`src/rtl/l2_output_encoder.sv`:
```
// l2_output_encoder: five independent valid/ready output FIFOs with stall, idle and sticky overflow flags
//  l2_out_fifo       : one circular FIFO channel (push side, valid/ready pop side, count, drop strobe)
//  l2_output_encoder : clk, rst; per channel {ch} in req_out|rsp_out|fwd_out|rd_rsp|inval:
//                      l2_{ch}_push/_data_in (in), l2_{ch}_valid_int/_data (out), l2_{ch}_ready_int (in);
//                      out_stall, out_idle, ovf_err (out)
module l2_out_fifo #(
  parameter int DEPTH = 4,
  parameter int W     = 32
) (
  input  logic                   clk,
  input  logic                   rst,
  input  logic                   i_push,
  input  logic [W-1:0]           i_data,
  output logic                   o_valid,
  input  logic                   i_ready,
  output logic [W-1:0]           o_data,
  output logic [$clog2(DEPTH):0] o_count,
  output logic                   o_drop
);
  localparam int AW = $clog2(DEPTH);
  localparam int CW = AW + 1;
  logic [W-1:0]  r_mem [DEPTH];
  logic [AW-1:0] r_wr_ptr, r_rd_ptr;
  logic [CW-1:0] r_count;
  logic          w_pop, w_push_ok;
  // a full channel still accepts a push when the head leaves in the same cycle
  assign w_pop     = o_valid & i_ready;
  assign w_push_ok = i_push & ((r_count < CW'(DEPTH)) | w_pop);
  assign o_drop    = i_push & ~w_push_ok;
  assign o_valid   = r_count != '0;
  assign o_data    = r_mem[r_rd_ptr];
  assign o_count   = r_count;
  always_ff @(posedge clk) begin
    if (rst) begin
      for (int i = 0; i < DEPTH; i++) r_mem[i] <= '0;
      r_wr_ptr <= '0;
      r_rd_ptr <= '0;
      r_count  <= '0;
    end else begin
      if (w_push_ok) begin
        r_mem[r_wr_ptr] <= i_data;
        r_wr_ptr        <= r_wr_ptr + AW'(1);
      end
      if (w_pop) r_rd_ptr <= r_rd_ptr + AW'(1);
      r_count <= r_count + CW'(w_push_ok) - CW'(w_pop);
    end
  end
endmodule

module l2_output_encoder #(
  parameter int DEPTH = 4,
  parameter int REQ_W = 128,
  parameter int RSP_W = 160,
  parameter int FWD_W = 160,
  parameter int RD_W  = 128,
  parameter int INV_W = 32
) (
  input  logic             clk,
  input  logic             rst,
  input  logic             l2_req_out_push,
  input  logic [REQ_W-1:0] l2_req_out_data_in,
  output logic             l2_req_out_valid_int,
  input  logic             l2_req_out_ready_int,
  output logic [REQ_W-1:0] l2_req_out_data,
  input  logic             l2_rsp_out_push,
  input  logic [RSP_W-1:0] l2_rsp_out_data_in,
  output logic             l2_rsp_out_valid_int,
  input  logic             l2_rsp_out_ready_int,
  output logic [RSP_W-1:0] l2_rsp_out_data,
  input  logic             l2_fwd_out_push,
  input  logic [FWD_W-1:0] l2_fwd_out_data_in,
  output logic             l2_fwd_out_valid_int,
  input  logic             l2_fwd_out_ready_int,
  output logic [FWD_W-1:0] l2_fwd_out_data,
  input  logic             l2_rd_rsp_push,
  input  logic [RD_W-1:0]  l2_rd_rsp_data_in,
  output logic             l2_rd_rsp_valid_int,
  input  logic             l2_rd_rsp_ready_int,
  output logic [RD_W-1:0]  l2_rd_rsp_data,
  input  logic             l2_inval_push,
  input  logic [INV_W-1:0] l2_inval_data_in,
  output logic             l2_inval_valid_int,
  input  logic             l2_inval_ready_int,
  output logic [INV_W-1:0] l2_inval_data,
  output logic             out_stall,
  output logic             out_idle,
  output logic             ovf_err
);
  localparam int CW = $clog2(DEPTH) + 1;
  logic [CW-1:0] w_count [5];
  logic [4:0]    w_drop;
  logic          r_ovf_err;
  l2_out_fifo #(.DEPTH(DEPTH), .W(REQ_W)) u_req (
    .clk(clk), .rst(rst), .i_push(l2_req_out_push), .i_data(l2_req_out_data_in),
    .o_valid(l2_req_out_valid_int), .i_ready(l2_req_out_ready_int), .o_data(l2_req_out_data),
    .o_count(w_count[0]), .o_drop(w_drop[0]));
  l2_out_fifo #(.DEPTH(DEPTH), .W(RSP_W)) u_rsp (
    .clk(clk), .rst(rst), .i_push(l2_rsp_out_push), .i_data(l2_rsp_out_data_in),
    .o_valid(l2_rsp_out_valid_int), .i_ready(l2_rsp_out_ready_int), .o_data(l2_rsp_out_data),
    .o_count(w_count[1]), .o_drop(w_drop[1]));
  l2_out_fifo #(.DEPTH(DEPTH), .W(FWD_W)) u_fwd (
    .clk(clk), .rst(rst), .i_push(l2_fwd_out_push), .i_data(l2_fwd_out_data_in),
    .o_valid(l2_fwd_out_valid_int), .i_ready(l2_fwd_out_ready_int), .o_data(l2_fwd_out_data),
    .o_count(w_count[2]), .o_drop(w_drop[2]));
  l2_out_fifo #(.DEPTH(DEPTH), .W(RD_W)) u_rd (
    .clk(clk), .rst(rst), .i_push(l2_rd_rsp_push), .i_data(l2_rd_rsp_data_in),
    .o_valid(l2_rd_rsp_valid_int), .i_ready(l2_rd_rsp_ready_int), .o_data(l2_rd_rsp_data),
    .o_count(w_count[3]), .o_drop(w_drop[3]));
  l2_out_fifo #(.DEPTH(DEPTH), .W(INV_W)) u_inv (
    .clk(clk), .rst(rst), .i_push(l2_inval_push), .i_data(l2_inval_data_in),
    .o_valid(l2_inval_valid_int), .i_ready(l2_inval_ready_int), .o_data(l2_inval_data),
    .o_count(w_count[4]), .o_drop(w_drop[4]));
  // stall at DEPTH-1 leaves one slot for the issue already in flight behind decode
  always_comb begin
    out_stall = 1'b0;
    out_idle  = 1'b1;
    for (int i = 0; i < 5; i++) begin
      out_stall = out_stall | (w_count[i] >= CW'(DEPTH - 1));
      out_idle  = out_idle & (w_count[i] == '0);
    end
  end
  always_ff @(posedge clk) begin
    r_ovf_err <= rst ? 1'b0 : (r_ovf_err | (|w_drop));
  end
  assign ovf_err = r_ovf_err;
endmodule

```
`config.mk`:
```
export PLATFORM = sky130hd
export DESIGN_NAME = l2_output_encoder
export DESIGN_NICKNAME = d
export VERILOG_FILES = /design/src/rtl/l2_output_encoder.sv
export SDC_FILE = /design/constraint.sdc
export NUM_CORES = 2
export LEC_CHECK = 0
export BUFFER_PORTS_ARGS = -buffer_cell sky130_fd_sc_hd__buf_2
export CAP_MARGIN = 20
export CELL_PAD_IN_SITES_DETAIL_PLACEMENT = 1
export CELL_PAD_IN_SITES_GLOBAL_PLACEMENT = 1
export CORE_MARGIN = 10
export CORE_UTILIZATION = 24
export CTS_BUF_LIST = sky130_fd_sc_hd__clkbuf_8
export DETAILED_ROUTE_END_ITERATION = 8
export HOLD_SLACK_MARGIN = 0.05
export PLACE_DENSITY = 0.41
export SETUP_SLACK_MARGIN = 0.15
export SKIP_LAST_GASP = 1
export SYNTH_ARGS = -nofsm -noshare
export SYNTH_HDL_FRONTEND = slang
export SYNTH_SLANG_ARGS = --single-unit
```
`constraint.sdc`:
```
create_clock -name clk -period 30 [get_ports clk]
set_input_delay 1.5 -clock clk [delete_from_list [all_inputs] [get_ports clk]]
set_output_delay 1.5 -clock clk [all_outputs]
set_load 0.05 [all_outputs]
```
== Yosys cells after proc, flatten, opt, wreduce, memory -nomap -nowiden ==
Memory sizes are Yosys's and may differ from the RTL's. A register that Yosys moved wholly into a read port is not among the register bits.
Cells that the tools add are included.
Operators by class
  magnitude comparators: 10
  reduce and logical (&&, ||, !) cells: 16
  muxes and demuxes: 42
  add/subtract/negate cells: 20
  bitwise gates (word level): 34
Operators with widths (count)
  2-to-1 mux 160 bit: 2
  OR reduction 160 bit: 2
  2-to-1 mux 128 bit: 2
  OR reduction 128 bit: 2
  2-to-1 mux 32 bit: 1
  OR reduction 32 bit: 1
  2-to-1 mux 2 bit: 15
  2-to-1 mux 1 bit: 22
  adder 2 x 1 -> 2 bit, second input constant: 10
  AND 1 bit: 19
  adder 3 x 1 -> 3 bit: 5
  greater-or-equal comparator 3 x 2 -> 1 bit, second input constant: 5
  logical NOT 3 bit: 5
  less-than comparator 3 bit, second input constant: 5
  nonzero test 3 bit: 5
  subtractor 3 x 1 -> 3 bit: 5
  OR 1 bit: 10
  inverter 1 bit: 5
  OR reduction 5 bit: 1
Storage, ports and cells
  flip-flop bits (word level): 36
  bits in writable memories: 2432
  word-level logic and storage cells: 143
  input bits: 620
  memories: 5
  output and inout bits: 616
Memory list
  u_fwd.r_mem: words 4, width 160, rd ports 1, clocked after memory_dff 1, wr ports 4, RTL line 22  | logic [W-1:0] r_mem [DEPTH];
  u_rsp.r_mem: words 4, width 160, rd ports 1, clocked after memory_dff 1, wr ports 4, RTL line 22
  u_rd.r_mem: words 4, width 128, rd ports 1, clocked after memory_dff 1, wr ports 4, RTL line 22
  u_req.r_mem: words 4, width 128, rd ports 1, clocked after memory_dff 1, wr ports 4, RTL line 22
  u_inv.r_mem: words 4, width 32, rd ports 1, clocked after memory_dff 1, wr ports 4, RTL line 22

== Logic depth before layout (Yosys ltp) ==
  depth after elaboration: 9
  gate-level depth with buffers: 8
  depth with buffers taken out: 8

== Cells and area by module ==
Synthesis repeated with hierarchy kept, for this count alone.
Unflattened totals
  cell total of the unflattened synthesis: 6130
  area, all modules: 106307.0 um^2
Modules (own cells, without submodules)
  l2_out_fifo at u_fwd ...: area each 27794.2 um^2, times used 2, cells an instance 1594, seq. area each 19398.6 um^2
  l2_out_fifo at u_rd: area each 22345.2 um^2, times used 1, cells an instance 1286, seq. area each 15554.9 um^2
  l2_out_fifo at u_req: area each 22338.9 um^2, times used 1, cells an instance 1286, seq. area each 15554.9 um^2
  l2_out_fifo at u_inv: area each 5939.4 um^2, times used 1, cells an instance 357, seq. area each 4023.9 um^2
  l2_output_encoder: area each 95.1 um^2, times used 1, cells an instance 13, seq. area each 20.0 um^2

== Worst setup path after synthesis ==
Ideal clock, no wire load.
  kind: input -> register
  from: input port l2_fwd_out_ready_int
  to: memory u_fwd.r_mem[2][0] (netlist bit), enable pin
  library setup time: 1111 ps
  stages: 3
  arrival time: 17734 ps
  setup slack: 11154 ps
  cells stage by stage: nor2b_1 -> buf_2 -> o41ai_1
RTL lines
  from (decl): RTL line 73  | input logic l2_fwd_out_ready_int,
  to (decl): RTL line 22

==> run metrics <==
status=complete, no violations; Die W=687 um; vias in the first global route=66,596; Worst-Margin Slew=1.15 ns; critical path class=reg2out; worst path cell trace=buf_4 -> buf_4 -> mux4_2 -> buf_2; most frequent cell on the critical path=buf_4; Final Hold Vio Count=0; # IOs=1,236; async set-or-reset flop fraction in the synthesized netlist=0; Setup TNS=0 ns; total die area=0.471 mm^2; Yosys warnings=0; most numerous cell in the Yosys netlist=edfxtp_1; Routed WL=401 mm; drt first pass iters=5; Synthesized Nets=6,972; top cell type's share of synthesized area=0.685; DR vias=61,603; Tcrit/Tclk final=0.196; pwr dens=81.3 mW/mm^2; gr ovfl total=0; Post-synth EDFFs=2,432; DR iter-0 viols=3,538; CP peak stage delay=0.88 ns; leakage power=47.6 nW; setup violators final=0; die height=687 um; Worst Setup End Kind=output pin; sequential share of the synthesized area=0.694; cells after synthesis=6,332; dominant synthesized flop cell=edfxtp_1; Bufs and invs on worst path=3; CP max FO=42; Layout area overhead=19.9%; post-synth cell types=43; total CTS buffers=472; top achievable clock speed=170 MHz; Mapped Avg Cell Area=16.8 um^2; antenna-violating nets left=0; Seq cells post-synth=2,478; synth top area cells=edfxtp_1, mux4_2, and2_1; synth cell count leaders=edfxtp_1, and2_1, mux4_2; Worst VDD drop=0.0000415 V; Hold Crit Start=u_rsp.r_rd_ptr[1]; antenna violations before repair=305; post-layout util=0.289; capture point of the worst reg-to-reg path=u_req.r_mem[0][17]; pin count of the biggest net entering global routing=189; CTS max path bufs=4; MaxCap Viol Count=0; post-placement cell count=13,116; Hold Buf Count CTS=0; Critical-path top delay cell=buf_4; WL/cell=28.6 um; post-synthesis cell area=0.107 mm^2; flop2flop setup slack=25.34 ns; CTS-repair resized insts=0; Clock Latency Late Sink=1.13 ns; CP startpoint kind=register; first-pass GRT wire length=554 mm; input/output buffers=1,235; Relative slew margins=0.233; Initial Util=0.241; RSZ-0062 raised after global routing=false; DR DRC count=0; Arr. time, crit path=4.38 ns; Clock Sinks=2,478; count of pins over their slew limit=0; Worst Path Required=28.50 ns; CORE AREA=0.442 mm^2; Rows=244; H-tree Lvls=5; CTS tree=yes; post-CTS setup buffer count=0; Vias/cell=4.39; cell taking the most area after synthesis=edfxtp_1; Post-Route Skew=0.0611 ns; Hold Path Class=reg2reg; Total GRT Usage=0.164; Non-Filler Instances=14,018; clock root cell=clkbuf_8; CP delay by family, top=buffers and inverters; Hold EP=u_rsp.r_rd_ptr[1]; GP Congestion=0.739; clock-pin slew on the worst setup and hold paths=0.05 ns; placed wire-length estimate=252 mm; R2R Path Start=u_req.o_count[2]; min cycle time layout=5.88 ns; fin nets=8,327; fraction of layout cells with a size suffix above 1=0.314; WHS Path Cells=2; FF-to-FF path depth=6
-- worst max-delay path by stage --
stage	startpoint	to	slack, ns	depth (start not counted)
final	register	l2_rd_rsp_data[79]	24.12	4
after global routing	register	l2_rd_rsp_data[79]	23.64	4
after CTS	register	l2_rd_rsp_data[79]	23.70	4
after detailed placement	rst	u_rsp.r_mem[0][121]	23.83	8
after global placement	rst	u_rsp.r_mem[0][140]	23.81	8
after floorplan	l2_fwd_out_ready_int	u_fwd.r_mem[2][0]	11.15	3
-- logic make-up after synthesis --
| family | synth area share |
|---|---|
| XOR/XNOR | 0.00123 |
| AND/OR/NAND/NOR | 0.146 |
| AO/OA/AOI/OAI | 0.00318 |
| multiplexers | 0.128 |
| buffers and inverters | 0.0250 |
| flip-flops | 0.694 |
| adder cells (fa/ha/maj) | 0.00270 |
-- report_power, final --
group	internal, mW	switching, mW	leakage [nW]
Combinational	0.842	2.23	16.9
Clock	1.51	1.53	4.99
Sequential	4.13	0.155	25.7
-- placed cells by master, fill, tap and decap left out, types with 6 or more instances in the layout --
cell type	count
edfxtp_1	2432
and2_1	2048
buf_2	1234
mux4_2	608
clkbuf_8	475
inv_1	381
nor3_1	257
nor4_1	131
clkinv_1	104
buf_4	94
diode_2	61
dfxtp_1	36
nor2_1	26
buf_12	16
ha_1	15
clkinv_2	15
nor2b_1	14
nor4_4	10
o21ai_0	10
a21oi_1	10
dfxtp_4	10
xor2_1	9
o31ai_1	8
nand2b_1	7
nand3_1	6
xnor2_1	6
inv_12	6
-- stage by stage --
step / instance area, um^2 / power (mW) / hold WS [ns] / setup slack [ns]
after floorplan: 107000 / 6.43 / 0.485 / 11.15
after global placement: 119000 / 7.52 / 0.507 / 23.81
after detailed placement: 119000 / 7.53 / 0.521 / 23.83
after CTS: 128000 / 10.7 / 0.449 / 23.70
after global routing: 128000 / 10.9 / 0.540 / 23.64
final: 128000 / 10.4 / 0.530 / 24.12
-- worst register-to-register path: stages (launching register included) --
cell,delay [ns]
dfxtp_1,0.46
nor2b_1,0.38
nor4_4,0.27
buf_4,0.70
or2_4,0.85
buf_4,0.75
buf_4,0.75
-- area by class of cell --
| cell class | count | area, um^2 |
|---|---|---|
| Antenna cell | 61 | 153 |
| Clock buffer | 475 | 6540 |
| Clock inverter | 365 | 1750 |
| Fill cell | 46850 | 314000 |
| Inverter | 171 | 647 |
| Multi-Input combinational cell | 3219 | 30200 |
| Sequential cell | 2478 | 74000 |
| Tap cell | 5904 | 7390 |
| Timing Repair Buffer | 1345 | 7210 |
-- layer usage --
layer  vias to the layer above  part of all wire  global-route usage
met5                         -            0.0017                   0
met4                       106             0.034              0.0502
met3                       954             0.071              0.0485
met2                      1954              0.49               0.283
met1                     32019              0.40               0.197
li1                      26570                 -                   -
-- flip-flops by register name (all words and copies together) (netlist names), named ones only --
signal          flops
u_fwd.r_wr_ptr      2
u_rd.r_wr_ptr       2
u_req.o_count       3
u_inv.r_rd_ptr      2
u_rsp.r_rd_ptr      2
u_fwd.o_count       3
u_fwd.r_mem       640
u_fwd.r_rd_ptr      2
u_rsp.r_wr_ptr      2
u_rsp.r_mem       640
u_rd.o_count        3
u_req.r_rd_ptr      2
u_rd.r_mem        512
u_rsp.o_count       3
u_inv.r_mem       128
ovf_err             1
u_req.r_wr_ptr      2
u_inv.o_count       3
u_inv.r_wr_ptr      2
u_rd.r_rd_ptr       2
u_req.r_mem       512
(Power assumes the default switching activity.)
